**src/rtl/mem_access_unit_if.sv**
```systemverilog
// Data-cache request/response bus between the memory-access stage (master)
// and the data cache (slave).
interface mem_access_unit_if #(
   parameter int XLEN = 64
);
   logic            DCACHE_valid;
   logic [XLEN-1:0] DCACHE_addr;
   logic [XLEN-1:0] DCACHE_wdata;
   logic [7:0]      DCACHE_mask;
   logic            DCACHE_wen;
   logic            DCACHE_valid_out;
   logic [XLEN-1:0] DCACHE_rdata;

   modport master (
      output DCACHE_valid, DCACHE_addr, DCACHE_wdata, DCACHE_mask, DCACHE_wen,
      input  DCACHE_valid_out, DCACHE_rdata
   );

   modport slave (
      input  DCACHE_valid, DCACHE_addr, DCACHE_wdata, DCACHE_mask, DCACHE_wen,
      output DCACHE_valid_out, DCACHE_rdata
   );
endinterface

```
**src/rtl/mem_access_unit.sv**
```systemverilog
// Memory-access stage: checks alignment, issues one data-cache request per
// load/store, extends load data and hands the result to write-back.
module mem_access_unit #(
   parameter int XLEN           = 64,
   parameter int TIMEOUT_CYCLES = 255
) (
   input  logic                clk,
   input  logic                rst,

   input  logic                in_valid,
   output logic                in_ready,
   input  logic                in_is_mem,
   input  logic                in_is_store,
   input  logic [2:0]          in_funct3,
   input  logic [XLEN-1:0]     in_addr,
   input  logic [XLEN-1:0]     in_wdata,
   input  logic [XLEN-1:0]     in_result,
   input  logic [4:0]          in_rd,
   input  logic                in_rd_wen,

   mem_access_unit_if.master   dcache,

   output logic                out_valid,
   input  logic                out_ready,
   output logic [XLEN-1:0]     out_data,
   output logic [4:0]          out_rd,
   output logic                out_rd_wen,
   output logic                out_misalign,
   output logic                out_bus_err
);

   typedef enum logic [1:0] {
      IDLE = 2'd0,
      REQ  = 2'd1,
      RESP = 2'd2
   } state_t;

   localparam logic [7:0] TIMEOUT_LAST = 8'(TIMEOUT_CYCLES - 1);

   state_t            state_q, state_d;
   logic [7:0]        cnt_q, cnt_d;
   logic              is_store_q, is_store_d;
   logic [2:0]        funct3_q, funct3_d;
   logic [XLEN-1:0]   addr_q, addr_d;
   logic [XLEN-1:0]   wdata_q, wdata_d;
   logic              rd_wen_q, rd_wen_d;
   logic              out_valid_q, out_valid_d;
   logic [XLEN-1:0]   out_data_q, out_data_d;
   logic [4:0]        out_rd_q, out_rd_d;
   logic              out_rd_wen_q, out_rd_wen_d;
   logic              out_misalign_q, out_misalign_d;
   logic              out_bus_err_q, out_bus_err_d;

   function automatic logic misaligned(input logic [2:0] f3, input logic [XLEN-1:0] a);
      case (f3[1:0])
         2'b00:   misaligned = 1'b0;
         2'b01:   misaligned = a[0];
         2'b10:   misaligned = |a[1:0];
         default: misaligned = |a[2:0];
      endcase
   endfunction

   function automatic logic [7:0] size_mask(input logic [2:0] f3);
      case (f3[1:0])
         2'b00:   size_mask = 8'h01;
         2'b01:   size_mask = 8'h03;
         2'b10:   size_mask = 8'h0F;
         default: size_mask = 8'hFF;
      endcase
   endfunction

   // funct3 111 has no defined meaning and falls through to doubleword
   function automatic logic [XLEN-1:0] extend(input logic [2:0] f3, input logic [XLEN-1:0] r);
      case (f3)
         3'b000:  extend = {{(XLEN-8){r[7]}}, r[7:0]};
         3'b001:  extend = {{(XLEN-16){r[15]}}, r[15:0]};
         3'b010:  extend = {{(XLEN-32){r[31]}}, r[31:0]};
         3'b100:  extend = {{(XLEN-8){1'b0}}, r[7:0]};
         3'b101:  extend = {{(XLEN-16){1'b0}}, r[15:0]};
         3'b110:  extend = {{(XLEN-32){1'b0}}, r[31:0]};
         default: extend = r;
      endcase
   endfunction

   always_comb begin
      state_d        = state_q;
      cnt_d          = cnt_q;
      is_store_d     = is_store_q;
      funct3_d       = funct3_q;
      addr_d         = addr_q;
      wdata_d        = wdata_q;
      rd_wen_d       = rd_wen_q;
      out_valid_d    = out_valid_q;
      out_data_d     = out_data_q;
      out_rd_d       = out_rd_q;
      out_rd_wen_d   = out_rd_wen_q;
      out_misalign_d = out_misalign_q;
      out_bus_err_d  = out_bus_err_q;

      case (state_q)
         IDLE: begin
            cnt_d = 8'd0;
            if (in_valid) begin
               is_store_d     = in_is_store;
               funct3_d       = in_funct3;
               addr_d         = in_addr;
               wdata_d        = in_wdata;
               rd_wen_d       = in_rd_wen;
               out_rd_d       = in_rd;
               out_data_d     = '0;
               out_rd_wen_d   = 1'b0;
               out_misalign_d = 1'b0;
               out_bus_err_d  = 1'b0;
               if (!in_is_mem) begin
                  state_d      = RESP;
                  out_valid_d  = 1'b1;
                  out_data_d   = in_result;
                  out_rd_wen_d = in_rd_wen;
               end else if (misaligned(in_funct3, in_addr)) begin
                  state_d        = RESP;
                  out_valid_d    = 1'b1;
                  out_misalign_d = 1'b1;
               end else begin
                  state_d = REQ;
               end
            end
         end
         REQ: begin
            cnt_d = cnt_q + 8'd1;
            // A completion on the final permitted cycle still counts as success
            if (dcache.DCACHE_valid_out) begin
               state_d     = RESP;
               cnt_d       = 8'd0;
               out_valid_d = 1'b1;
               if (is_store_q) begin
                  out_data_d   = '0;
                  out_rd_wen_d = 1'b0;
               end else begin
                  out_data_d   = extend(funct3_q, dcache.DCACHE_rdata);
                  out_rd_wen_d = rd_wen_q;
               end
            end else if (cnt_q == TIMEOUT_LAST) begin
               state_d       = RESP;
               cnt_d         = 8'd0;
               out_valid_d   = 1'b1;
               out_data_d    = '0;
               out_rd_wen_d  = 1'b0;
               out_bus_err_d = 1'b1;
            end
         end
         RESP: begin
            if (out_ready) begin
               state_d        = IDLE;
               out_valid_d    = 1'b0;
               out_data_d     = '0;
               out_rd_d       = 5'd0;
               out_rd_wen_d   = 1'b0;
               out_misalign_d = 1'b0;
               out_bus_err_d  = 1'b0;
            end
         end
         default: state_d = IDLE;
      endcase
   end

   always_ff @(posedge clk or negedge rst) begin
      if (!rst) begin
         state_q        <= IDLE;
         cnt_q          <= 8'd0;
         is_store_q     <= 1'b0;
         funct3_q       <= 3'd0;
         addr_q         <= '0;
         wdata_q        <= '0;
         rd_wen_q       <= 1'b0;
         out_valid_q    <= 1'b0;
         out_data_q     <= '0;
         out_rd_q       <= 5'd0;
         out_rd_wen_q   <= 1'b0;
         out_misalign_q <= 1'b0;
         out_bus_err_q  <= 1'b0;
      end else begin
         state_q        <= state_d;
         cnt_q          <= cnt_d;
         is_store_q     <= is_store_d;
         funct3_q       <= funct3_d;
         addr_q         <= addr_d;
         wdata_q        <= wdata_d;
         rd_wen_q       <= rd_wen_d;
         out_valid_q    <= out_valid_d;
         out_data_q     <= out_data_d;
         out_rd_q       <= out_rd_d;
         out_rd_wen_q   <= out_rd_wen_d;
         out_misalign_q <= out_misalign_d;
         out_bus_err_q  <= out_bus_err_d;
      end
   end

   // Request lines decode straight off state_q so they drop the cycle after
   // completion and asynchronously on reset.
   always_comb begin
      dcache.DCACHE_valid = (state_q == REQ);
      dcache.DCACHE_addr  = (state_q == REQ) ? addr_q : '0;
      dcache.DCACHE_wdata = (state_q == REQ) ? wdata_q : '0;
      dcache.DCACHE_mask  = (state_q == REQ) ? size_mask(funct3_q) : 8'h00;
      dcache.DCACHE_wen   = (state_q == REQ) && is_store_q;
   end

   assign in_ready     = (state_q == IDLE) && rst;
   assign out_valid    = out_valid_q;
   assign out_data     = out_data_q;
   assign out_rd       = out_rd_q;
   assign out_rd_wen   = out_rd_wen_q;
   assign out_misalign = out_misalign_q;
   assign out_bus_err  = out_bus_err_q;

endmodule

```
**src/flat_wrapper.sv**
```systemverilog
// flat-port wrapper written by rule: the top's interface ports become plain ports
module mem_access_unit_flat 
#(
   parameter int XLEN           = 64,
   parameter int TIMEOUT_CYCLES = 255
)
  (clk, rst, in_valid, in_ready, in_is_mem, in_is_store, in_funct3, in_addr, in_wdata, in_result, in_rd, in_rd_wen, out_valid, out_ready, out_data, out_rd, out_rd_wen, out_misalign, out_bus_err, dcache_DCACHE_valid, dcache_DCACHE_addr, dcache_DCACHE_wdata, dcache_DCACHE_mask, dcache_DCACHE_wen, dcache_DCACHE_valid_out, dcache_DCACHE_rdata);
  mem_access_unit_if #(.XLEN(XLEN)) dcache_i ();
  input  logic clk;
  input  logic rst;
  input  logic in_valid;
  output logic in_ready;
  input  logic in_is_mem;
  input  logic in_is_store;
  input  logic [2:0] in_funct3;
  input  logic [XLEN-1:0] in_addr;
  input  logic [XLEN-1:0] in_wdata;
  input  logic [XLEN-1:0] in_result;
  input  logic [4:0] in_rd;
  input  logic in_rd_wen;
  output logic out_valid;
  input  logic out_ready;
  output logic [XLEN-1:0] out_data;
  output logic [4:0] out_rd;
  output logic out_rd_wen;
  output logic out_misalign;
  output logic out_bus_err;
  output wire logic [$bits(dcache_i.DCACHE_valid)-1:0] dcache_DCACHE_valid;
  output wire logic [$bits(dcache_i.DCACHE_addr)-1:0] dcache_DCACHE_addr;
  output wire logic [$bits(dcache_i.DCACHE_wdata)-1:0] dcache_DCACHE_wdata;
  output wire logic [$bits(dcache_i.DCACHE_mask)-1:0] dcache_DCACHE_mask;
  output wire logic [$bits(dcache_i.DCACHE_wen)-1:0] dcache_DCACHE_wen;
  input wire logic [$bits(dcache_i.DCACHE_valid_out)-1:0] dcache_DCACHE_valid_out;
  input wire logic [$bits(dcache_i.DCACHE_rdata)-1:0] dcache_DCACHE_rdata;
  assign dcache_DCACHE_valid = dcache_i.DCACHE_valid;
  assign dcache_DCACHE_addr = dcache_i.DCACHE_addr;
  assign dcache_DCACHE_wdata = dcache_i.DCACHE_wdata;
  assign dcache_DCACHE_mask = dcache_i.DCACHE_mask;
  assign dcache_DCACHE_wen = dcache_i.DCACHE_wen;
  assign dcache_i.DCACHE_valid_out = dcache_DCACHE_valid_out;
  assign dcache_i.DCACHE_rdata = dcache_DCACHE_rdata;
  mem_access_unit #(.XLEN(XLEN), .TIMEOUT_CYCLES(TIMEOUT_CYCLES)) u_core (.clk(clk), .rst(rst), .in_valid(in_valid), .in_ready(in_ready), .in_is_mem(in_is_mem), .in_is_store(in_is_store), .in_funct3(in_funct3), .in_addr(in_addr), .in_wdata(in_wdata), .in_result(in_result), .in_rd(in_rd), .in_rd_wen(in_rd_wen), .dcache(dcache_i), .out_valid(out_valid), .out_ready(out_ready), .out_data(out_data), .out_rd(out_rd), .out_rd_wen(out_rd_wen), .out_misalign(out_misalign), .out_bus_err(out_bus_err));
endmodule
```
**config.mk**
```make
export PLATFORM = sky130hd
export DESIGN_NAME = mem_access_unit_flat
export DESIGN_NICKNAME = d
export VERILOG_FILES = /design/src/rtl/mem_access_unit_if.sv /design/src/rtl/mem_access_unit.sv /design/src/flat_wrapper.sv
export SDC_FILE = /design/constraint.sdc
export NUM_CORES = 1
export LEC_CHECK = 0
export ABC_AREA = 1
export ABC_CLOCK_PERIOD_IN_PS = 1900
export BUFFER_PORTS_ARGS = -buffer_cell sky130_fd_sc_hd__buf_2
export CAP_MARGIN = 10
export CORE_AREA = 2 2 190 192
export DETAILED_ROUTE_END_ITERATION = 16
export DIE_AREA = 0 0 192 194
export GPL_ROUTABILITY_DRIVEN = 0
export PLACE_DENSITY_LB_ADDON = 0.12
export SLEW_MARGIN = 20
export SYNTH_ARGS = -nofsm -noshare
export SYNTH_HDL_FRONTEND = slang
export SYNTH_SLANG_ARGS = --single-unit
```
**constraint.sdc**
```tcl
create_clock -name clk -period 1.9 [get_ports clk]
set_input_delay 0.57 -clock clk [delete_from_list [all_inputs] [get_ports clk]]
set_output_delay 0.57 -clock clk [all_outputs]
set_load 0.01 [all_outputs]
```
Word level (Yosys, flattened, before mapping). Index checks and enable logic that the tools add are counted. Widths: inputs -> output; s select.

Add/sub/neg operators: 1. $mul: 0. Bitwise logic cells: 0. Shift operators: 0. Reductions and logical operators: 17. Magnitude comparators: 0. Muxes and demuxes: 49. Equality and inequality tests: 18. Div/mod/pow operators: 0.

Operators by type and width (count): $mux 64 (8); $pmux 64 s6 (1); $pmux 64 s3 (1); $mux 8 (3); $pmux 8 s3 (1); $mux 1 (19); $pmux 8 s2 (1); $mux 2 (6); $pmux 1 s3 (4); $mux 5 (2); $pmux 5 s2 (1); $reduce_and 5->1 (2); $eq 3x3->1 const B (3); $add 8x1->8 const B (1); $eq 8x8->1 const B (1); $eq 2x1->1 const B (3); $eq 2x2->1 const B (3); $logic_not 2->1 (3); $ne 2x2->1 const B (3); $pmux 2 s3 (1); $reduce_and 3->1 (2); $reduce_and 4->1 (1); $reduce_bool 2->1 (2); $eq 3x1->1 const B (1); other kinds (11) (12).

Bits in latches: 0. Output and inout port bits: 212. Bits in registers: 216. Memories: 0. Bits in writable memories: 0. Memory bits (read-only): 0. Bits of input ports: 272. Logic and storage cells: 98.

Logic depth before layout (Yosys ltp).
Word-level depth: 9. Mapped depth: 12. Mapped depth without buffers: 10.

Worst setup path after synthesis. Ideal clock, no wire load.

Path kind: reg-to-output. From: reg u_core.state_q[1]. To: out dcache_DCACHE_addr[0]. Data required time: 1330 ps. Stages on the path, launching flop included: 8. Data arrival time: 1572 ps. Path buffers: 3. Setup slack: -242 ps. Path through: dfrtp_1 inv_1 ha_1 buf_4 clkbuf_1 clkbuf_1 nand2_1 inv_1.

Cells in the longest elaborated chain, start to end: 2.

Ends and longest elaborated chain: start, declared (line mem_access_unit.sv:40) `state_t state_q, state_d;`; start signal, assigned (line mem_access_unit.sv:182) `state_q <= state_d;`; $eq 2x1->1; via dcache_DCACHE_valid (line flat_wrapper.sv:28) `output wire logic [$bits(dcache_i.DCACHE_valid)-1:0] dcache_DCACHE_valid;`; $mux 64 (line mem_access_unit.sv:202) `dcache.DCACHE_addr = (state_q == REQ) ? addr_q : '0;`; end, declared (line flat_wrapper.sv:29) `output wire logic [$bits(dcache_i.DCACHE_addr)-1:0] dcache_DCACHE_addr;`.

The timed path passes the listed nets, and every way through them passes these cells.

Worst setup path after layout.
From: reg u_core.state_q[1]. To: out dcache_DCACHE_mask[4].

Cells in the longest elaborated chain, start to end: 2.

Ends and longest elaborated chain: $eq 2x1->1 (line mem_access_unit.sv:204) `dcache.DCACHE_mask = (state_q == REQ) ? size_mask(funct3_q) : 8'h00;`; $mux 8 (line mem_access_unit.sv:204); end, declared (line flat_wrapper.sv:31) `output wire logic [$bits(dcache_i.DCACHE_mask)-1:0] dcache_DCACHE_mask;`.

No other way between the ends.

==> reports/results.txt <==
Outcome - complete, but fails checks
Violated checks - setup timing
Drt drc - 0
Die X - 192 um
Final worst slack - -0.486 ns
DRT Pass-1 Iters - 5
Crit path time final - 2.39 ns
Critical path launch point type - flop
CP endpoint kind - output pin
# setup viols final - 195
Initial antenna violation count - 12
Root Buffer - clkbuf_16
Share of layout cells above drive strength 1 - 0.329
Vias - 11,300
I/O Pins - 484
CTS sink count - 216
Most frequent cells in the layout - nand2_1 (939), buf_2 (427), dfrtp_1 (216)
First-pass GRT wire length - 62,100 um
RR Endpoint - u_core.out_data[20]
Number of global-route vias before repair - 11,300
Layout area overhead - 48.3%
Initial Util - 0.308
Cells after Synth - 1,584
# hold bufs at CTS - 0
Skew final - 0.00952 ns
Synthesized flop and latch total - 216
Worst Path Arrival - 1.82 ns
Clk slew on worst S/H paths - 0.06 ns
Post-synth cell types - 29
Max Fclk - 419 MHz
Routed WL - 41,200 um
Die area - 37,200 um2
Largest net degree at the start of global routing - 159
Overflow left after global routing - 0
Syn Nets - 1,862
Most common cell after layout, fill and taps aside - nand2_1
Reg2reg start - u_core.state_q[1]
Total CTS buffers - 27
Maximum vdd ir drop - 0.762 mV
Lkg Pwr - 10.3 nW
Rel. slew slack - 0.354
Initial detailed-routing violation count - 388
GRT Total Usage - 0.212
Crit Path Category - reg2out
Site Rows - 69
Fin cells - 2,574
H-tree depth - 1
Vias/cell - 4.37
Syn avg cell area - 6.86 um2
Clock buffer depth - 3
Synth warn - 0
Hold WS - 0.152 ns
Worst r2r path cells - 12
I/O Buffers - 483
Final slew viol count - 0
DP Wirelength - 28,500 um
Max-Cap Viols - 0
Hold crit path type - in2async
Die Y - 194 um
RSZ-0062 raised after global routing - yes
Worst Path Required - 1.33 ns
R2R setup slack - -0.14 ns
Post-Syn Area - 10,900 um2
WL/cell - 16.0 um
Final Hold Viols - 0
PD cells - 1570 nW/um2
Routed Antenna Nets - 0
Area of the core - 35,200 um2
Placed Cells - 2,487
Slew @ Worst Pin - 0.969 ns
Final worst path period share - 1.26
Sequential fraction of the synthesis area - 0.498
Crit Path Max Fanout - 8
CTS tree - built
Clock latency on the worst-skew pair - 0.53 ns
Nets - 2,364
==> registers in the layout, indices dropped and copies added (netlist names) <==
name                 count
u_core.rd_wen_q          1
u_core.addr_q           64
u_core.out_misalign      1
u_core.is_store_q        1
u_core.out_rd_wen        1
u_core.state_q           2
u_core.wdata_q          64
u_core.funct3_q          3
u_core.out_rd            5
u_core.out_data         64
u_core.out_valid         1
u_core.out_bus_err       1
u_core.cnt_q             8
==> area by class of cell <==
cell class / instances / area, um2
Fill cell: 3770 / 19100
Sequential cell: 216 / 5410
Multi-Input combinational cell: 1126 / 4650
Timing Repair Buffer: 558 / 3790
Clock buffer: 37 / 803
Inverter: 157 / 617
Tap cell: 461 / 577
Clock inverter: 12 / 246
Antenna cell: 7 / 17.5
==> worst max-delay path, cell delays in order (launching register included) <==
cell and delay, ns:
dfrtp_1 0.38, inv_2 0.08, ha_4 0.15, buf_12 0.16, buf_6 0.12, inv_4 0.04
nor2_4 0.20, buf_6 0.14
==> layer usage <==
| layer | vias up | GRT usage | wire length (um) |
|---|---|---|---|
| li1 | 5646 | - | - |
| met1 | 5158 | 0.253 | 16300 |
| met2 | 377 | 0.373 | 20300 |
| met3 | 57 | 0.0664 | 3830 |
| met4 | 12 | 0.0421 | 590 |
| met5 | - | 0 | 72 |
==> synth_stat cells <==
cell / number / area share
nand2_2: 3 / 0.0017
xor2_1: 3 / 0.0024
nor3_1: 2 / 0.00092
o21ai_0: 31 / 0.014
inv_1: 152 / 0.053
nand4_2: 1 / 0.0012
o21a_1: 1 / 0.00069
buf_6: 3 / 0.0031
nand2_1: 964 / 0.33
clkbuf_1: 36 / 0.012
a21oi_1: 5 / 0.0023
o31ai_1: 1 / 0.00069
nor2_4: 1 / 0.0010
buf_4: 10 / 0.0069
buf_1: 4 / 0.0014
nor2_1: 86 / 0.030
dfrtp_1: 216 / 0.50
inv_2: 5 / 0.0017
ha_1: 6 / 0.0069
a22oi_1: 1 / 0.00069
or2_2: 1 / 0.00058
a21boi_0: 7 / 0.0048
o21ai_2: 1 / 0.00081
nand2_4: 2 / 0.0021
nand3_1: 5 / 0.0023
nor2_2: 2 / 0.0012
nand4_1: 2 / 0.0012
buf_2: 32 / 0.015
o21bai_1: 1 / 0.00069
==> cells by family after synthesis <==
kind of cell / Yosys count / synth area share
xor gates and xnor gates: 3 / 0.00242
DFF: 216 / 0.498
and+or+nand+nor: 1069 / 0.375
buffers and inverters: 242 / 0.0929
adders and majority gates: 6 / 0.00691
AOI/OAI and AO/OA: 48 / 0.0250
==> power by group <==
| group | internal [mW] | leakage [nW] | switching, mW |
|---|---|---|---|
| registers | 6.73 | 2.75 | 1.29 |
| clock network | 3.89 | 0.512 | 2.11 |
| logic | 4.66 | 7.04 | 6.57 |
==> worst max-delay path by stage <==
stage / start / to / slack (ns) / cells after the start
detailed placement: u_core.state_q[1] / dcache_DCACHE_addr[16] / -0.02 / 6
global placement: u_core.state_q[1] / dcache_DCACHE_addr[16] / -0.01 / 6
global route: u_core.state_q[1] / dcache_DCACHE_wdata[46] / -0.57 / 7
CTS: u_core.state_q[1] / dcache_DCACHE_mask[6] / -0.51 / 7
floorplan: u_core.state_q[1] / dcache_DCACHE_addr[0] / 0.01 / 7
finish: u_core.state_q[1] / dcache_DCACHE_mask[4] / -0.49 / 7
==> through the flow <==
step                TNS, ns  setup WS [ns]  utilization  cell area (um2)  total power, mW
finish               -59.85         -0.486        0.457            16100             25.3
global route         -80.29         -0.567        0.457            16100             27.2
CTS                  -64.54         -0.509        0.446            15700             24.8
detailed placement  -0.0256        -0.0210        0.397            14000             17.6
global placement    -0.0137        -0.0137        0.397            14000             17.5
floorplan                 0         0.0116            -            10900             13.4
==> repair_timing <==
item | in CTS | in global routing
endpoints found under the setup margin | 140 | 272
resized for setup | 100 | 91
hold endpoints to repair | 0 | 0
pin swaps | 2 | 5
gates cloned | 5 | 5
buffers inserted | 18 | 10
Note: power is estimated with default switching activity, not from simulation.
